==> src/rtl/seq_frame_tx_pkg.sv <==
// Shared definitions for the framed serial transmitter and its matching sync detector.
package seq_frame_tx_pkg;

  typedef enum logic [1:0] {
    StIdle   = 2'b00,
    StSync   = 2'b01,
    StData   = 2'b10,
    StParity = 2'b11
  } tx_state_e;

  localparam int unsigned             SYNC_W_DEF   = 4;
  localparam logic [SYNC_W_DEF-1:0]   SYNC_PAT_DEF = 4'b1001;

  function automatic int unsigned clog2_min1(input int unsigned v);
    return (v > 1) ? $clog2(v) : 1;
  endfunction

endpackage

==> src/rtl/frame_piso.sv <==
// Loadable parallel-in serial-out shift register; even parity is captured on load.
module frame_piso #(
  parameter int unsigned DATA_W = 8
) (
  input  logic              clk,
  input  logic              rst,
  input  logic              load_i,
  input  logic              shift_i,
  input  logic [DATA_W-1:0] data_i,
  output logic              msb_o,
  output logic              parity_o
);

  logic [DATA_W-1:0] sreg_q, sreg_d;
  logic              parity_q, parity_d;

  always_comb begin
    sreg_d   = sreg_q;
    parity_d = parity_q;
    if (load_i) begin
      sreg_d   = data_i;
      parity_d = ^data_i;
    end else if (shift_i) begin
      sreg_d = sreg_q << 1;
    end
  end

  always_ff @(posedge clk or posedge rst) begin
    if (rst) begin
      sreg_q   <= '0;
      parity_q <= 1'b0;
    end else begin
      sreg_q   <= sreg_d;
      parity_q <= parity_d;
    end
  end

  assign msb_o    = sreg_q[DATA_W-1];
  assign parity_o = parity_q;

endmodule

==> src/rtl/seq_frame_tx.sv <==
// Framed serial transmitter: sync header, MSB-first payload, even parity, back-to-back capable.
module seq_frame_tx
  import seq_frame_tx_pkg::*;
#(
  parameter int unsigned        DATA_W   = 8,
  parameter int unsigned        SYNC_W   = SYNC_W_DEF,
  parameter logic [SYNC_W-1:0]  SYNC_PAT = SYNC_PAT_DEF
) (
  input  logic              clk,
  input  logic              rst,
  input  logic              tx_valid,
  input  logic [DATA_W-1:0] tx_data,
  output logic              tx_ready,
  output logic              ser_out,
  output logic              busy,
  output logic              frame_done
);

  localparam int unsigned CntMax  = (SYNC_W > DATA_W) ? SYNC_W : DATA_W;
  localparam int unsigned CntW    = clog2_min1(CntMax);
  localparam int unsigned SyncIdW = clog2_min1(SYNC_W);

  tx_state_e         state_q, state_d;
  logic [CntW-1:0]   cnt_q, cnt_d;
  logic              ready;
  logic              hs;
  logic              load;
  logic              shift;
  logic              piso_msb;
  logic              piso_parity;
  logic [SYNC_W-1:0] sync_pat;

  assign sync_pat = SYNC_PAT;

  // Ready only in IDLE/PARITY, and held low while reset is asserted.
  assign ready    = !rst && ((state_q == StIdle) || (state_q == StParity));
  assign hs       = tx_valid && ready;
  assign tx_ready = ready;

  frame_piso #(
    .DATA_W (DATA_W)
  ) u_piso (
    .clk      (clk),
    .rst      (rst),
    .load_i   (load),
    .shift_i  (shift),
    .data_i   (tx_data),
    .msb_o    (piso_msb),
    .parity_o (piso_parity)
  );

  always_comb begin
    state_d    = state_q;
    cnt_d      = cnt_q;
    load       = 1'b0;
    shift      = 1'b0;
    ser_out    = 1'b0;
    busy       = 1'b0;
    frame_done = 1'b0;
    case (state_q)
      StIdle: begin
        if (hs) begin
          state_d = StSync;
          cnt_d   = CntW'(SYNC_W - 1);
          load    = 1'b1;
        end
      end
      StSync: begin
        busy    = 1'b1;
        ser_out = sync_pat[cnt_q[SyncIdW-1:0]];
        if (cnt_q == '0) begin
          state_d = StData;
          cnt_d   = CntW'(DATA_W - 1);
        end else begin
          cnt_d = cnt_q - CntW'(1);
        end
      end
      StData: begin
        busy    = 1'b1;
        ser_out = piso_msb;
        shift   = 1'b1;
        if (cnt_q == '0) begin
          state_d = StParity;
        end else begin
          cnt_d = cnt_q - CntW'(1);
        end
      end
      StParity: begin
        busy       = 1'b1;
        ser_out    = piso_parity;
        frame_done = 1'b1;
        if (hs) begin
          state_d = StSync;
          cnt_d   = CntW'(SYNC_W - 1);
          load    = 1'b1;
        end else begin
          state_d = StIdle;
        end
      end
      default: begin
        state_d = StIdle;
        cnt_d   = '0;
      end
    endcase
  end

  always_ff @(posedge clk or posedge rst) begin
    if (rst) begin
      state_q <= StIdle;
      cnt_q   <= '0;
    end else begin
      state_q <= state_d;
      cnt_q   <= cnt_d;
    end
  end

endmodule

==> config.mk <==
export PLATFORM = sky130hd
export DESIGN_NAME = seq_frame_tx
export DESIGN_NICKNAME = d
export VERILOG_FILES = /design/src/rtl/seq_frame_tx_pkg.sv /design/src/rtl/frame_piso.sv /design/src/rtl/seq_frame_tx.sv
export SDC_FILE = /design/constraint.sdc
export NUM_CORES = 1
export LEC_CHECK = 0
export ABC_AREA = 1
export BUFFER_PORTS_ARGS = -buffer_cell sky130_fd_sc_hd__clkbuf_2
export CAP_MARGIN = 20
export CORE_UTILIZATION = 60
export DETAILED_ROUTE_END_ITERATION = 6
export GPL_ROUTABILITY_DRIVEN = 0
export PLACE_DENSITY = 0.8
export SYNTH_ARGS = -nofsm -noshare
export SYNTH_HDL_FRONTEND = slang
export SYNTH_HIERARCHICAL = 1
export SYNTH_SLANG_ARGS = --single-unit
==> constraint.sdc <==
create_clock -name clk -period 3 [get_ports clk]
set_clock_uncertainty 0.05 [all_clocks]
set_input_delay 0.6 -clock clk [delete_from_list [all_inputs] [get_ports clk]]
set_output_delay 0.6 -clock clk [all_outputs]
set_load 0.05 [all_outputs]
# Word-level counts from Yosys, hierarchy flattened
# Cells that the tools add are included.
# word_totals
ff_bits,14
latch_bits,0
ram_bits,0
romBits,0
out_inout_bits,4
elab_cells,45
n_memories,0
# op_classes
n_addsub,1
multipliers,0
div_mod_pow,0
order_cmp,1
eq_ne,8
shifts,0
n_mux,19
bitwise,0
reduce_logical,12
# ops
op,count
$mux 8,2
$mux 3,3
$pmux 3 s3,1
$ne 2x2->1 const B,4
$pmux 2 s4,1
$reduce_xor 8->1,1
$mux 1,7
$mux 2,3
$eq 2x2->1 const B,2
$logic_not 3->1,1
$lt 2x3->1 const B,1
$pmux 1 s3,1
$reduce_and 3->1,1
$reduce_or 3->1,1
$sub 3x1->3 const B,1
$bmux 1 s2,1
$eq 2x1->1 const B,1
$logic_and 1x1->1,2
$logic_not 2->1,1
$ne 2x1->1 const B,1
$reduce_and 2->1,1
$reduce_bool 2->1,1
$reduce_or 2->1,1
$logic_not 1->1,1
$logic_or 1x1->1,1

# Logic depth before layout (Yosys ltp)
# Gate-level depths: netlist of the first run.
# logic_depth
depth_word,7
mapped_depth,10
ltp_nobuf,9

# Modules after synthesis
# Netlist of the first run, hierarchy kept.
# by_module_without_submodules
mod,n_inst,cells_each,area_per_inst_um2,seq_area_each_um2
frame_piso,1,81,603.1,225.2
seq_frame_tx,1,72,484.2,125.1

# Least setup slack after synthesis of the first run
# OpenSTA, ideal clock, no wires.
# synth_path
path_kind,register to output
from,reg state_q[0]
to,out ser_out
arrival_ps,1894
required_time_ps,2350
path_slack_ps,456
path_stages_with_launch,4
cell_sequence,dfrtp_1 > ha_1 > nand2_1 > a31oi_1
# synth_between
elab_chain_len,2
elab_cells_between_ends,4
cone_classes,eq/ne (3); mux (1)
# synth_lines
item,line_no,text
from (decl),seq_frame_tx.sv:23,"tx_state_e state_q, state_d;"
from (signal assigned),seq_frame_tx.sv:109,state_q <= StIdle;
from (signal assigned),seq_frame_tx.sv:112,state_q <= state_d;
$eq 2x2->1 or $eq 2x1->1 (tied branches),seq_frame_tx.sv:60,case (state_q)
$pmux 1 s3 *,seq_frame_tx.sv:60,
to (decl),seq_frame_tx.sv:14,"output logic ser_out,"
# Mark *: on every way between the ends. The rest lies on a longest branch, timed or not.

# Worst setup path in the final report of the first run
# Ends and elaborated chain as after synthesis.

==> results of run 1 <==
[power groups by stage]
stage	Sequential [mW]	Combinational, mW	Clock [mW]
final	0.350	0.889	0.139
after global routing	0.361	0.993	0.149
after CTS	0.350	0.887	0.141
after detailed placement	0.353	0.874	0
after global placement	0.349	0.855	0
after floorplan	0.337	0.752	0
[registers in the layout (all words and copies together), names as in the netlist]
signal           count
u_piso/parity_o      1
cnt_q                3
state_q              2
u_piso/sreg_q        8
[stage by stage]
stage	cells	total power, mW	setup WS (ps)
2_1_floorplan	153	1.09	456
3_3_place_gp	190	1.20	872
3_5_place_dp	190	1.23	769
4_1_cts	194	1.38	510
5_1_grt	194	1.50	343
6_report	194	1.38	492
[path summary, 6_finish.rpt]
kind                             from               end  slack, ps  cells past startpoint
min in group clk             cnt_q[1]          cnt_q[1]        440                      2
setup / recovery           state_q[0]           ser_out        490                      5
hold / removal                    rst        state_q[1]        200                      2
setup reg to reg           state_q[0]  u_piso/sreg_q[7]        720                      8
max in group asynchronous         rst  u_piso/sreg_q[0]       2390                      2
hold reg to reg              cnt_q[1]          cnt_q[1]        440                      2
[routing by layer]
metal	vias up	global-route usage, %	part of all wire (%)
met5	-	0	0
met4	0	7.88	0.24
met3	2	3.67	3.0
met2	25	36.2	47
met1	431	34.7	50
li1	501	-	-
[placed cells by master, fill, tap and decap left out]
cell      synthesis  routed
nand3_1           7       7
clkbuf_8          0       1
nand2_1          52      52
nor2_2            3       3
xnor2_1           2       2
a21oi_1           5       5
o21ai_0           1       1
or2_1             1       1
nand2_2           4       4
o22ai_2           6       6
o21ai_1           1       1
clkinv_1          1       1
inv_2             1       1
clkbuf_4          0       3
o21ai_2           3       3
a31oi_1           3       3
ha_1              8       8
nor2_1           12      12
inv_1            26      26
dfrtp_1          14      14
clkbuf_2          0      14
o21bai_2          1       1
[cell type report]
| cell class | instances | area share (%) |
|---|---|---|
| tap | 25 | 2.60 |
| sequential | 14 | 29.1 |
| clock buffer | 4 | 3.02 |
| timing repair buffer | 14 | 5.83 |
| multi-input combinational | 109 | 50.7 |
| inverter | 28 | 8.74 |
[critical path, stage by stage (launching register included)]
cell	delay [ps]
dfrtp_1	440
inv_1	120
ha_1	460
nand2_1	90
a31oi_1	170
clkbuf_2	290
[kinds of logic (layout without fill, tap and decap cells)]
| group | Yosys count | after routing | synth area share [%] |
|---|---|---|---|
| simple gates | 79 | 79 | 29.9 |
| buf+inv | 30 | 46 | 11.7 |
| compound gates | 20 | 20 | 15.3 |
| flops | 14 | 14 | 32.2 |
| fa+ha+maj | 8 | 8 | 9.21 |
| xor+xnor | 2 | 2 | 1.61 |
==> run_results.csv, run 1 <==
group,metric,value,unit
drt,vias,959,
drt,viasPerCell,4.94,
clock_network,clkTransAtPathRegs,90,ps
timing,period_needed,2510,ps
drt,drt_first_pass_iters,4,
timing,hold_violations,0,
critical_path,path_class,"reg -> out",
synthesis,synth_flop_cell,"dfrtp_1",
synthesis,syn-instance-count,153,
critical_path,cp_max_fo,13,
grt,grt_pass1_wl,3420,µm
pwr,p_sw,0.703,mW
grt,gr-total-overflow,0,
clock_network,clock_latency,280,ps
cells_and_area,area_delta_synth_final,10.6,%
synthesis,synth_area,0.00109,mm²
pwr,clockPowerShare,10.1,%
drt,wl,2110,µm
clock_network,cts_max_level,1,
critical_path,critPathCaptureType,"output pin",
drt,wl_per_cell,10.9,µm
pwr,internal-power,0.675,mW
synthesis,synth_fp_nets,172,
cells_and_area,final_layout_size_suffix_gt1_share,21.3,%
timing,worst_slew_pin_slew,545,ps
floorplanning,ios,15,
floorplanning,dieArea,0.00199,mm²
critical_path,cp-start-kind,"flop",
synthesis,synth_most_common_cell,"nand2_1",
place,placed_cell_area,0.00117,mm²
synthesis,synth_area_leader_cell,"dfrtp_1",
critical_path,cp.arrival,1860,ps
timing,fin_tns_setup,0,ps
cells_and_area,stdcell_area,0.00120,mm²
cells_and_area,register_area,350,µm²
synthesis,synth_top_area_share,32.2,%
cells_and_area,n_antenna_cell,0,
pwr,power_per_cell_area,1150,mW/mm²
synthesis,synth_seq_cells,14,
synthesis,yosys_warnings,6,
clock_network,cts_sinks,14,
pwr,switching_share,51.0,%
synthesis,netlist_top_cells_area,"dfrtp_1 (32%), nand2_1 (18%), ha_1 (9.2%)",
clock_network,cts_made_buffers,3,
timing,rsz0062_at_grt,"false",
synthesis,synthArstFlopShare,100,%
worst_hold_path,worst_hold_path_type,"in -> async",
place,place_hpwl,1640,µm
synthesis,synth_edf_count,0,
clock_network,root_buffer,"clkbuf_4",
critical_path,cp.required,2350,ps
pwr,total_leakage_power,0.682,nW
clock_network,cts_buffer_depth,2,
drt,drc_errors,0,
grt,first_global_vias,832,
drt,drtIter0Drc,28,
pwr,power_frac_comb,64.5,%
timing,slew_viol_final,0,
floorplanning,core_area,0.00171,mm²
timing,setup_viol,0,
synthesis,yosysSeqAreaShare,32.2,%
floorplanning,rows,15,
grt,grt_start_max_net_pins,14,
pwr,vdd_drop_max,0.744,mV
cells_and_area,fin_nets,189,
place,io_buffers,14,
cells_and_area,fillers,154,
synthesis,ys_types,20,
timing,fin_hold_ws,201,ps
synthesis,avgSynthCellArea,7.11,µm²
clock_network,hold_buffers,0,
cells_and_area,final_core_util,70.4,%
timing,fmax,0.399,GHz
timing,post-route-period-util,83.6,%
floorplanning,die_height,44.6,µm
cells_and_area,multi_input_area,609,µm²
clock_network,cts_resized,0,
synthesis,synth_common_cells,"nand2_1 (52), inv_1 (26), dfrtp_1 (14)",
drt,antenna_left,0,
timing,max_slew_margin,63.6,%
floorplanning,start_util,63.7,%
grt,antenna_found_initial,0,
run,drv_cap,0,
run_status,outcome,"finished clean",
clock_network,cts_tree,"yes",
grt,grt_use_total,23.8,%
clock_network,cts_setup_buffers,0,
pwr,power_frac_seq,25.4,%
floorplanning,die_x,44.6,µm
Power figures use the tool's default switching activity.
==> run 2: changes to the inputs <==
--- a/config.mk
+++ b/config.mk
@@ -5,13 +5,13 @@
 export SDC_FILE = /design/constraint.sdc
 export NUM_CORES = 1
 export LEC_CHECK = 0
-export ABC_AREA = 1
+export ABC_AREA = 0
 export BUFFER_PORTS_ARGS = -buffer_cell sky130_fd_sc_hd__clkbuf_2
 export CAP_MARGIN = 20
-export CORE_UTILIZATION = 60
+export CORE_UTILIZATION = 54
 export DETAILED_ROUTE_END_ITERATION = 6
 export GPL_ROUTABILITY_DRIVEN = 0
-export PLACE_DENSITY = 0.8
+export PLACE_DENSITY = 0.74
 export SYNTH_ARGS = -nofsm -noshare
 export SYNTH_HDL_FRONTEND = slang
 export SYNTH_HIERARCHICAL = 1
==> constraint.sdc (replaced) <==
create_clock -name clk -period 2.5 [get_ports clk]
set_clock_uncertainty 0.05 [all_clocks]
set_input_delay 0.5 -clock clk [delete_from_list [all_inputs] [get_ports clk]]
set_output_delay 0.5 -clock clk [all_outputs]
set_load 0.05 [all_outputs]
==> run 2 against run 1 <==
  * Core utilization shrank 3.0 points
  * Global-route usage shrank 3.9 points
  * Combinational power grew 3.6%
  * Clock power grew 15%
  * Setup slack lost 240 ps
  * Final cell count shrank 34%
  * Critical path depth grew 1
  * Critical path type unchanged
  * Critical endpoint unchanged
  * Largest cell class unchanged
==> run_results.csv, run 2 <==
group,metric,value,unit
run_status,outcome,"finished clean",
pwr,total_leakage_power,0.512,nW
place,post-place-cells,124,
timing,period_needed,2250,ps
drt,wl,1580,µm
clock_network,cts_resized,0,
critical_path,crit_chain,"inv_1 > ha_1 > inv_1 > a222oi_1 > nor2_1 > clkbuf_2",
synthesis,synth_area,912,µm²
cells_and_area,final_layout_size_suffix_gt1_share,19.6,%
clock_network,cts_setup_buffers,0,
clock_network,cts_sinks,14,
clock_network,cts_tree,"yes",
cells_and_area,final_cell_mix,"dfrtp_1 (14), clkbuf_2 (14), inv_1 (12)",
synthesis,ys_types,25,
grt,grt_start_max_net_pins,21,
floorplanning,die_x,43.1,µm
pwr,power_per_cell_area,1420,mW/mm²
cells_and_area,reg.largest.list,"u_piso/sreg_q (8), cnt_q (3), state_q (2)",
drt,wl_per_cell,12.3,µm
synthesis,avgSynthCellArea,9.60,µm²
critical_path,r2r_slack,710,ps
timing,max_slew_margin,76.5,%
floorplanning,die_height,43.1,µm
synthesis,synth_common_cells,"dfrtp_1 (14), inv_1 (12), mux2i_1 (10)",
place,io_buffers,14,
place,place_hpwl,1240,µm
clock_network,hold_buffers,0,
synthesis,synth_top_area_share,38.4,%
clock_network,cts_made_buffers,3,
worst_hold_path,worst_hold_path_type,"in -> async",
critical_path,cp_slowest_stage_delay,340,ps
synthesis,syn-instance-count,95,
drt,vias,714,
clock_network,root_buffer,"clkbuf_4",
synthesis,yosys_warnings,6,
cells_and_area,top_register,"u_piso/sreg_q",
drt,drc_errors,0,
floorplanning,dieArea,0.00186,mm²
floorplanning,rows,14,
grt,grt_pass1_wl,2680,µm
timing,fmax,0.445,GHz
timing,fin_tns_setup,0,ps
cells_and_area,final_cells,128,
floorplanning,core_area,0.00154,mm²
clock_network,clock_latency,280,ps
clock_network,cts_max_level,1,
synthesis,synth_area_leader_cell,"dfrtp_1",
synthesis,synthArstFlopShare,100,%
synthesis,yosysSeqAreaShare,38.4,%
drt,viasPerCell,5.58,
critical_path,path_class,"reg -> out",
floorplanning,start_util,59.2,%
run,drv_cap,0,
clock_network,cts_buffer_depth,2,
critical_path,cp_max_fo,4,
timing,post-route-period-util,89.9,%
timing,slew_viol_final,0,
cells_and_area,largest_reg_flops,8,
place,pre_cts_ws,554,ps
floorplanning,ios,15,
cells_and_area,fin_nets,132,
clock_network,clkTransAtPathRegs,80,ps
timing,setup_slack,251,ps
drt,antenna_left,0,
synthesis,netlist_top_cells_area,"dfrtp_1 (38%), ha_1 (11%), mux2i_1 (11%)",
timing,setup_viol,0,
cells_and_area,area_delta_synth_final,14.0,%
grt,first_global_vias,658,
grt,grt_use_total,19.9,%
critical_path,cp-start-kind,"flop",
place,placed_cell_area,0.00100,mm²
synthesis,synth_seq_cells,14,
synthesis,synth_flop_cell,"dfrtp_1",
grt,gr-total-overflow,0,
critical_path,cp.arrival,1700,ps
critical_path,crit_top_cell,"inv_1",
cells_and_area,n_antenna_cell,0,
timing,worst_slew_pin_slew,353,ps
critical_path,cp.required,1950,ps
critical_path,critPathCaptureType,"output pin",
pwr,vdd_drop_max,0.755,mV
drt,drt_first_pass_iters,4,
cells_and_area,stdcell_area,0.00104,mm²
timing,hold_violations,0,
drt,drtIter0Drc,8,
grt,antenna_found_initial,0,
synthesis,synth_most_common_cell,"dfrtp_1",
synthesis,synth_edf_count,0,
synthesis,synth_fp_nets,114,
timing,rsz0062_at_grt,"false",
cells_and_area,fillers,139,
critical_path,crit_slowest_cell,"a222oi_1",
==> run 2: path summary, 6_finish.rpt <==
path,start,end,cells after the start
worst max register to register,state_q[0],state_q[0],6
worst max-delay path,cnt_q[0],ser_out,6
worst min-delay path,rst,state_q[0],2
min in group clk,tx_data[5],u_piso/sreg_q[5],3
max in group asynchronous,rst,u_piso/sreg_q[0],2
worst min register to register,u_piso/parity_o,u_piso/parity_o,2
==> run 2: final cells by class <==
type | instances | area, µm² | area share [%]
Multi-Input combinational cell | 66 | 503 | 48.4
Sequential cell | 14 | 350 | 33.7
Timing Repair Buffer | 16 | 85.1 | 8.18
Inverter | 12 | 45.0 | 4.33
Clock buffer | 4 | 36.3 | 3.49
Tap cell | 16 | 20.0 | 1.93
==> run 2: worst max-delay path, delay by kind of cell (launching register included) <==
family	cells	cell delay (ps)
adders and majority gates	1	320
buffers and inverters	3	360
and+or+nand+nor	1	70
AOI/OAI and AO/OA	1	340
DFF	1	320
==> run 2: cells by family after synthesis <==
kind of cell	share of synthesized area (%)
fa+ha+maj	11.0
buf+inv	6.45
compound gates	15.0
simple gates	11.5
flops	38.4
mux	11.0
xor+xnor	6.72
==> run 2: routing by layer <==
| layer | global-route usage (%) | share of wire [%] |
|---|---|---|
| met5 | 0 | 0 |
| met4 | 12.7 | 1.9 |
| met3 | 3.83 | 3.6 |
| met2 | 31.0 | 49 |
| met1 | 25.0 | 45 |
==> run 2: per-stage QoR <==
| step | total power, mW | hold WS (ps) | util [%] |
|---|---|---|---|
| 3_5_place_dp | 1.33 | 409 | 65.1 |
| 6_report | 1.48 | 102 | 67.5 |
| 5_1_grt | 1.59 | 116 | 67.5 |
| 4_1_cts | 1.49 | 99.0 | 67.5 |
| 2_1_floorplan | 1.14 | 229 | - |
| 3_3_place_gp | 1.29 | 407 | 65.1 |
==> run 2: power breakdown <==
part | internal (mW) | total (mW) | switching (mW)
sequential | 0.341 | 0.401 | 0.0598
clock | 0.0886 | 0.160 | 0.0709
combinational | 0.360 | 0.921 | 0.561
total | 0.790 | 1.48 | 0.692
